File: config.mk
export PLATFORM = sky130hd
export DESIGN_NAME = hu_audiodec_dma_load
export DESIGN_NICKNAME = d
export VERILOG_FILES = /design/src/rtl/hu_audiodec_pkg.sv /design/src/rtl/hu_audiodec_fifo.sv /design/src/rtl/hu_audiodec_dma_load.sv
export SDC_FILE = /design/constraint.sdc
export NUM_CORES = 2
export LEC_CHECK = 0
export BUFFER_PORTS_ARGS = -buffer_cell sky130_fd_sc_hd__buf_2
export CAP_MARGIN = 20
export CORE_ASPECT_RATIO = 0.5
export CORE_MARGIN = 1.5
export CORE_UTILIZATION = 25
export DETAILED_ROUTE_END_ITERATION = 8
export GPL_ROUTABILITY_DRIVEN = 0
export GPL_TIMING_DRIVEN = 0
export PLACE_DENSITY = 0.44
export REMOVE_ABC_BUFFERS = 1
export SLEW_MARGIN = 20
export SYNTH_ARGS = -nofsm -noshare
export SYNTH_HDL_FRONTEND = slang
export SYNTH_SLANG_ARGS = --single-unit
File: constraint.sdc
create_clock -name clk -period 8.75 [get_ports clk]
set_input_delay 1.75 -clock clk [delete_from_list [all_inputs] [get_ports clk]]
set_output_delay 1.75 -clock clk [all_outputs]
set_load 0.005 [all_outputs]
File: src/rtl/hu_audiodec_pkg.sv
// Shared constants and types for the hu_audiodec load stage.
package hu_audiodec_pkg;

    localparam int unsigned WORD_W         = 32;
    localparam int unsigned BURST_MAX_DEF  = 16;
    localparam int unsigned FIFO_DEPTH_DEF = 32;

    localparam logic [2:0] DMA_SIZE_WORD = 3'b010;

    localparam logic [1:0] ST_IDLE  = 2'd0;
    localparam logic [1:0] ST_REQ   = 2'd1;
    localparam logic [1:0] ST_DATA  = 2'd2;
    localparam logic [1:0] ST_DRAIN = 2'd3;

    typedef struct packed {
        logic [WORD_W-1:0] index;
        logic [WORD_W-1:0] length;
    } dma_req_t;

    // Words in the next burst: remaining words clipped to the burst limit.
    function automatic logic [WORD_W-1:0] burst_len(input logic [WORD_W-1:0] rem,
                                                     input logic [WORD_W-1:0] bmax);
        return (rem < bmax) ? rem : bmax;
    endfunction

endpackage

File: src/rtl/hu_audiodec_fifo.sv
// First-word fall-through FIFO; a pushed word is visible at pop_data one cycle later.
module hu_audiodec_fifo #(
    parameter int unsigned DEPTH = 32,
    parameter int unsigned WIDTH = 32,
    localparam int unsigned PTR_W = (DEPTH > 1) ? $clog2(DEPTH) : 1,
    localparam int unsigned CNT_W = $clog2(DEPTH) + 1
) (
    input  logic             clk,
    input  logic             rst,
    input  logic             push,
    input  logic [WIDTH-1:0] push_data,
    input  logic             pop,
    output logic [WIDTH-1:0] pop_data,
    output logic [CNT_W-1:0] count,
    output logic             full,
    output logic             empty
);

    logic [WIDTH-1:0] mem [DEPTH];
    logic [PTR_W-1:0] wr_ptr_q;
    logic [PTR_W-1:0] rd_ptr_q;
    logic [CNT_W-1:0] count_q;
    logic             do_push;
    logic             do_pop;

    assign full     = (count_q == CNT_W'(DEPTH));
    assign empty    = (count_q == '0);
    assign count    = count_q;
    assign do_push  = push && !full;
    assign do_pop   = pop && !empty;
    // Head forced to zero when empty so the output is defined after reset.
    assign pop_data = empty ? '0 : mem[rd_ptr_q];

    always_ff @(posedge clk) begin
        if (do_push) begin
            mem[wr_ptr_q] <= push_data;
        end
    end

    always_ff @(posedge clk or negedge rst) begin
        if (!rst) begin
            wr_ptr_q <= '0;
            rd_ptr_q <= '0;
            count_q  <= '0;
        end else begin
            if (do_push) begin
                wr_ptr_q <= (wr_ptr_q == PTR_W'(DEPTH - 1)) ? '0 : wr_ptr_q + PTR_W'(1);
            end
            if (do_pop) begin
                rd_ptr_q <= (rd_ptr_q == PTR_W'(DEPTH - 1)) ? '0 : rd_ptr_q + PTR_W'(1);
            end
            case ({do_push, do_pop})
                2'b10:   count_q <= count_q + CNT_W'(1);
                2'b01:   count_q <= count_q - CNT_W'(1);
                default: count_q <= count_q;
            endcase
        end
    end

endmodule

File: src/rtl/hu_audiodec_dma_load.sv
// Load stage: splits a (base, length) job into DMA read bursts and streams the words to the core.
module hu_audiodec_dma_load
    import hu_audiodec_pkg::*;
#(
    parameter int unsigned BURST_MAX  = BURST_MAX_DEF,
    parameter int unsigned FIFO_DEPTH = FIFO_DEPTH_DEF
) (
    input  logic        clk,
    input  logic        rst,
    input  logic        start,
    input  logic [31:0] cfg_base_index,
    input  logic [31:0] cfg_len,
    output logic        dma_read_ctrl_valid,
    input  logic        dma_read_ctrl_ready,
    output logic [31:0] dma_read_ctrl_data_index,
    output logic [31:0] dma_read_ctrl_data_length,
    output logic [2:0]  dma_read_ctrl_data_size,
    input  logic        dma_read_chnl_valid,
    output logic        dma_read_chnl_ready,
    input  logic [31:0] dma_read_chnl_data,
    output logic        out_valid,
    input  logic        out_ready,
    output logic [31:0] out_data,
    output logic        busy,
    output logic        done,
    output logic [31:0] debug
);

    localparam int unsigned CNT_W  = $clog2(FIFO_DEPTH) + 1;
    localparam int unsigned BEAT_W = $clog2(BURST_MAX) + 1;

    logic [1:0]        state_q,      state_d;
    logic [31:0]       idx_q,        idx_d;
    logic [31:0]       rem_q,        rem_d;
    logic [BEAT_W-1:0] beats_q,      beats_d;
    logic [15:0]       bursts_q,     bursts_d;
    dma_req_t          req_q,        req_d;
    logic              ctrl_valid_q, ctrl_valid_d;
    logic              chnl_ready_q, chnl_ready_d;
    logic              busy_q,       busy_d;
    logic              done_q,       done_d;

    logic [CNT_W-1:0]  fifo_count;
    logic              fifo_full;
    logic              fifo_empty;
    logic [31:0]       burst_c;
    logic [31:0]       free_c;
    logic [31:0]       rem_next_c;
    logic              push_c;
    logic              pop_c;

    assign burst_c    = burst_len(rem_q, 32'(BURST_MAX));
    assign free_c     = 32'(FIFO_DEPTH) - 32'(fifo_count);
    assign rem_next_c = rem_q - req_q.length;
    assign push_c     = dma_read_chnl_valid && dma_read_chnl_ready;
    assign pop_c      = out_valid && out_ready;

    hu_audiodec_fifo #(
        .DEPTH (FIFO_DEPTH),
        .WIDTH (WORD_W)
    ) u_fifo (
        .clk       (clk),
        .rst       (rst),
        .push      (push_c),
        .push_data (dma_read_chnl_data),
        .pop       (pop_c),
        .pop_data  (out_data),
        .count     (fifo_count),
        .full      (fifo_full),
        .empty     (fifo_empty)
    );

    // Next-state and datapath update
    always_comb begin
        state_d      = state_q;
        idx_d        = idx_q;
        rem_d        = rem_q;
        beats_d      = beats_q;
        bursts_d     = bursts_q;
        req_d        = req_q;
        ctrl_valid_d = ctrl_valid_q;
        chnl_ready_d = chnl_ready_q;
        busy_d       = busy_q;
        done_d       = 1'b0;

        case (state_q)
            ST_IDLE: begin
                if (start) begin
                    if (cfg_len != '0) begin
                        idx_d    = cfg_base_index;
                        rem_d    = cfg_len;
                        bursts_d = '0;
                        busy_d   = 1'b1;
                        state_d  = ST_REQ;
                    end else begin
                        done_d = 1'b1;
                    end
                end
            end
            ST_REQ: begin
                // Issue only once the whole burst fits; free space can only grow here.
                if (ctrl_valid_q) begin
                    if (dma_read_ctrl_ready) begin
                        ctrl_valid_d = 1'b0;
                        beats_d      = BEAT_W'(req_q.length);
                        chnl_ready_d = 1'b1;
                        state_d      = ST_DATA;
                    end
                end else if (free_c >= burst_c) begin
                    ctrl_valid_d = 1'b1;
                    req_d.index  = idx_q;
                    req_d.length = burst_c;
                end
            end
            ST_DATA: begin
                if (push_c) begin
                    beats_d = beats_q - BEAT_W'(1);
                    if (beats_q == BEAT_W'(1)) begin
                        rem_d        = rem_next_c;
                        idx_d        = idx_q + req_q.length;
                        bursts_d     = bursts_q + 16'd1;
                        chnl_ready_d = 1'b0;
                        state_d      = (rem_next_c != '0) ? ST_REQ : ST_DRAIN;
                    end
                end
            end
            ST_DRAIN: begin
                if (fifo_empty) begin
                    done_d  = 1'b1;
                    busy_d  = 1'b0;
                    state_d = ST_IDLE;
                end
            end
            default: state_d = ST_IDLE;
        endcase
    end

    always_ff @(posedge clk or negedge rst) begin
        if (!rst) begin
            state_q      <= ST_IDLE;
            idx_q        <= '0;
            rem_q        <= '0;
            beats_q      <= '0;
            bursts_q     <= '0;
            req_q        <= '0;
            ctrl_valid_q <= 1'b0;
            chnl_ready_q <= 1'b0;
            busy_q       <= 1'b0;
            done_q       <= 1'b0;
        end else begin
            state_q      <= state_d;
            idx_q        <= idx_d;
            rem_q        <= rem_d;
            beats_q      <= beats_d;
            bursts_q     <= bursts_d;
            req_q        <= req_d;
            ctrl_valid_q <= ctrl_valid_d;
            chnl_ready_q <= chnl_ready_d;
            busy_q       <= busy_d;
            done_q       <= done_d;
        end
    end

    assign dma_read_ctrl_valid       = ctrl_valid_q;
    assign dma_read_ctrl_data_index  = req_q.index;
    assign dma_read_ctrl_data_length = req_q.length;
    assign dma_read_ctrl_data_size   = DMA_SIZE_WORD;
    assign dma_read_chnl_ready       = chnl_ready_q && !fifo_full;
    assign out_valid                 = !fifo_empty;
    assign busy                      = busy_q;
    assign done                      = done_q;
    assign debug                     = {state_q, 14'd0, bursts_q};

endmodule

==> results.yml <==
worst_setup_path:
  rr_startpoint: "rem_q[24]$_DFFE_PN0P_"
  required_ns: 7.00
  crit_buf_inv: 5
  worstPathCellList: "buf_16 > buf_16 > buf_12 > buf_16 > mux4_2 > mux4_2 > mux2i_1 > nor2_1 > buf_2"
  startpoint: "u_fifo.rd_ptr_q[0]$_DFFE_PN0P_"
  start_kind: "register"
  worst_path_largest_cell_delay_ns: 0.69
  worst-path-stages: 9
  r2r_cells: 18
  path_common_cell: "buf_16"
  worst_path_max_delay_cell: "dfrtp_4"
  r2r_end: "dma_read_ctrl_data_index[17]$_DFFE_PN0P_"
  rrSetupSlack_ns: 3.72
  crit_end: "out_data[30]"
  cp.arrival_ns: 4.08
  path_delay_family: "buffers and inverters"
  endpoint_kind: "primary output"
  critPathMaxFanout: 31
  crit_type: "reg -> out"
synth:
  ys.flop_type: "edfxtp_1"
  synth_cell_types: 78
  yosysTopAreaCellShare_pct: 60.3
  synth.top_cells.by_count: "edfxtp_1, mux4_2, dfrtp_1"
  yosysSeqAreaShare_pct: 68.7
  yosysMostFrequentCell: "edfxtp_1"
  syn_area_um2: 51000
  yosys.area.top_type: "edfxtp_1"
  syn_area_per_cell_um2: 17.7
  synthTopCellsByArea: "edfxtp_1, mux4_2, dfrtp_1, ha_1, mux2i_1"
  synth_edf_count: 1024
  yosys_register_bits: 1195
  ys_warn_count: 0
  synthCells: 2875
  async_flop_share_pct: 14.3
finish:
  area_delta_synth_final_pct: 21.2
  layout.cells.non_filler: 6033
  finalInstanceArea_um2: 61800
  fillers: 19703
  drive_gt1_share_pct: 27.9
  final_nets: 3437
clocking:
  cts_setup_buffers: 0
  cts_resized: 0
  clock_latency_ns: 0.78
  clockRootBuffer: "clkbuf_16"
  htreeDepth: 3
  cts_buffers: 116
  cts.hold.buffers_added: 0
  numClockSinks: 1195
  cts_buffer_depth: 3
  tritoncts: "built"
  clkTransAtPathRegs_ns: 0.06
power_and_ir_drop:
  vdd_drop_max_v: 0.000190
  p_per_area_nw_per_um2: 243
  p_leak_nw: 21.5
placement:
  place_inst: 5813
  placed_cell_area_um2: 57800
  place_hpwl_mm: 97.7
  io_buffers: 220
  pre_cts_slack_ns: 3.27
sta:
  maxSlewHeadroom_pct: 41.8
  slew_violations: 0
  worst_pin_slew_ns: 0.865
  final_period_minus_worst_setup_slack_ns: 5.83
  rsz0062_at_grt: "false"
  post-route-period-util_pct: 66.7
  setup_ws_ns: 2.92
  finalSetupViolCount: 0
  fmax_mhz: 171
  clock_skew_ns: 0.0848
  hold_slack_ns: 0.505
  fin_tns_setup_ns: 0
  hold_viol: 0
global_routing:
  track_usage_pct: 13.8
  grt_max_degree: 88
  overflow: 0
  grt_pass1_vias: 28741
  antenna_found_initial: 15
  grt_pass1_wl_mm: 207
route:
  first_pass_iters: 9
  drc: 34
  drt_wl_total_mm: 144
  wl_per_cell_um: 23.9
  ant_nets: 0
  drtIter0Drc: 1931
  via_per_inst: 4.59
  vias: 27682
worst_hold_path:
  min-delay-path-class: "reg -> reg"
floorplanning:
  dieHeight_um: 322
  initial_utilization_pct: 25.3
  rows: 116
  coreArea_um2: 201000
  dieArea_um2: 207000
  dieWidth_um: 642
  ios: 238
run:
  cap_violations: 0
run_status:
  status: "finished, violations left"
  failed_checks: "design-rule violations"
-- flip-flops by register name (all words and copies together), names as in the netlist --
signal,count
done,1
beats_q,5
rem_q,32
state_q,2
u_fifo.wr_ptr_q,5
u_fifo.mem,1024
busy,1
dma_read_ctrl_data_index,32
u_fifo.rd_ptr_q,5
dma_read_ctrl_valid,1
chnl_ready_q,1
bursts_q,16
u_fifo.count,6
idx_q,32
dma_read_ctrl_data_length,32
-- layout by cell type (no fill, tap or decap), drive strengths merged, types with 24 or more instances in the layout --
master  netlist  final
nor3         31     31
dfrtp       171    171
nor2        163    163
o21ai       121    121
xnor2        35     35
clkbuf       86    136
a21o         44     44
nand3        32     32
mux2i        76     76
a21oi        93     93
clkinv        0     59
nand2       137    137
buf          62    330
inv          69     71
edfxtp     1024   1024
xor2         24     24
ha          115    115
conb          2     44
mux2         36     36
mux4        320    320
-- metal layers --
layer  vias up  GRT usage, %  part of all wire [%]
met4         2          3.48                   2.5
met2       533          23.4                    49
met5         -             0                0.0090
met1     14751          18.5                    45
met3       207          2.20                   3.8
li1      12189             -                     -
-- area by class of cell --
type	instances	area [µm²]	share of cell area [%]
clock buffers	136	3040	4.92
repair buffers	330	3650	5.91
inverters	69	262	0.423
well taps	2714	3400	5.50
clock inverters	82	918	1.49
diodes	2	5.00	0.00810
flip-flops and latches	1195	35000	56.7
multi-input cells	1505	15500	25.0
-- power by group --
group / switching (mW) / internal [mW]
Combinational: 1.61 / 1.77
Clock: 2.31 / 2.94
Sequential: 0.182 / 6.22
Total: 4.10 / 10.9
-- per-stage QoR --
step                utilization [%]  total power [mW]
CTS                            30.7              15.3
finish                         30.7              15.0
floorplan                         -              9.41
global route                   30.7              15.7
global placement               27.3              10.8
detailed placement             28.7              10.0
-- cell families (layout without fill, tap and decap cells) --
group | Yosys count | after routing | synth area share (%)
DFF | 1195 | 1195 | 68.7
and+or+nand+nor | 486 | 486 | 4.46
muxes | 432 | 432 | 16.5
AOI/OAI and AO/OA | 366 | 366 | 4.50
buffers and inverters | 217 | 617 | 1.79
adders and majority gates | 118 | 118 | 2.94
xor gates and xnor gates | 59 | 59 | 1.01
other | 2 | 46 | 0.0147
-- how the worst min path moves through the flow --
stage / start / end / cells past startpoint
after floorplan: idx_q[10]$_DFFE_PN0P_ / idx_q[10]$_DFFE_PN0P_ / 2
after global placement: dma_read_ctrl_data_index[9]$_DFFE_PN0P_ / dma_read_ctrl_data_index[9]$_DFFE_PN0P_ / 1
after detailed placement: dma_read_ctrl_data_index[28]$_DFFE_PN0P_ / dma_read_ctrl_data_index[28]$_DFFE_PN0P_ / 1
after CTS: dma_read_ctrl_data_index[31]$_DFFE_PN0P_ / dma_read_ctrl_data_index[31]$_DFFE_PN0P_ / 1
after global routing: dma_read_ctrl_data_index[4]$_DFFE_PN0P_ / dma_read_ctrl_data_index[4]$_DFFE_PN0P_ / 1
final: dma_read_ctrl_data_index[13]$_DFFE_PN0P_ / dma_read_ctrl_data_index[13]$_DFFE_PN0P_ / 1
No activity file was read; power rests on OpenSTA's default activity.
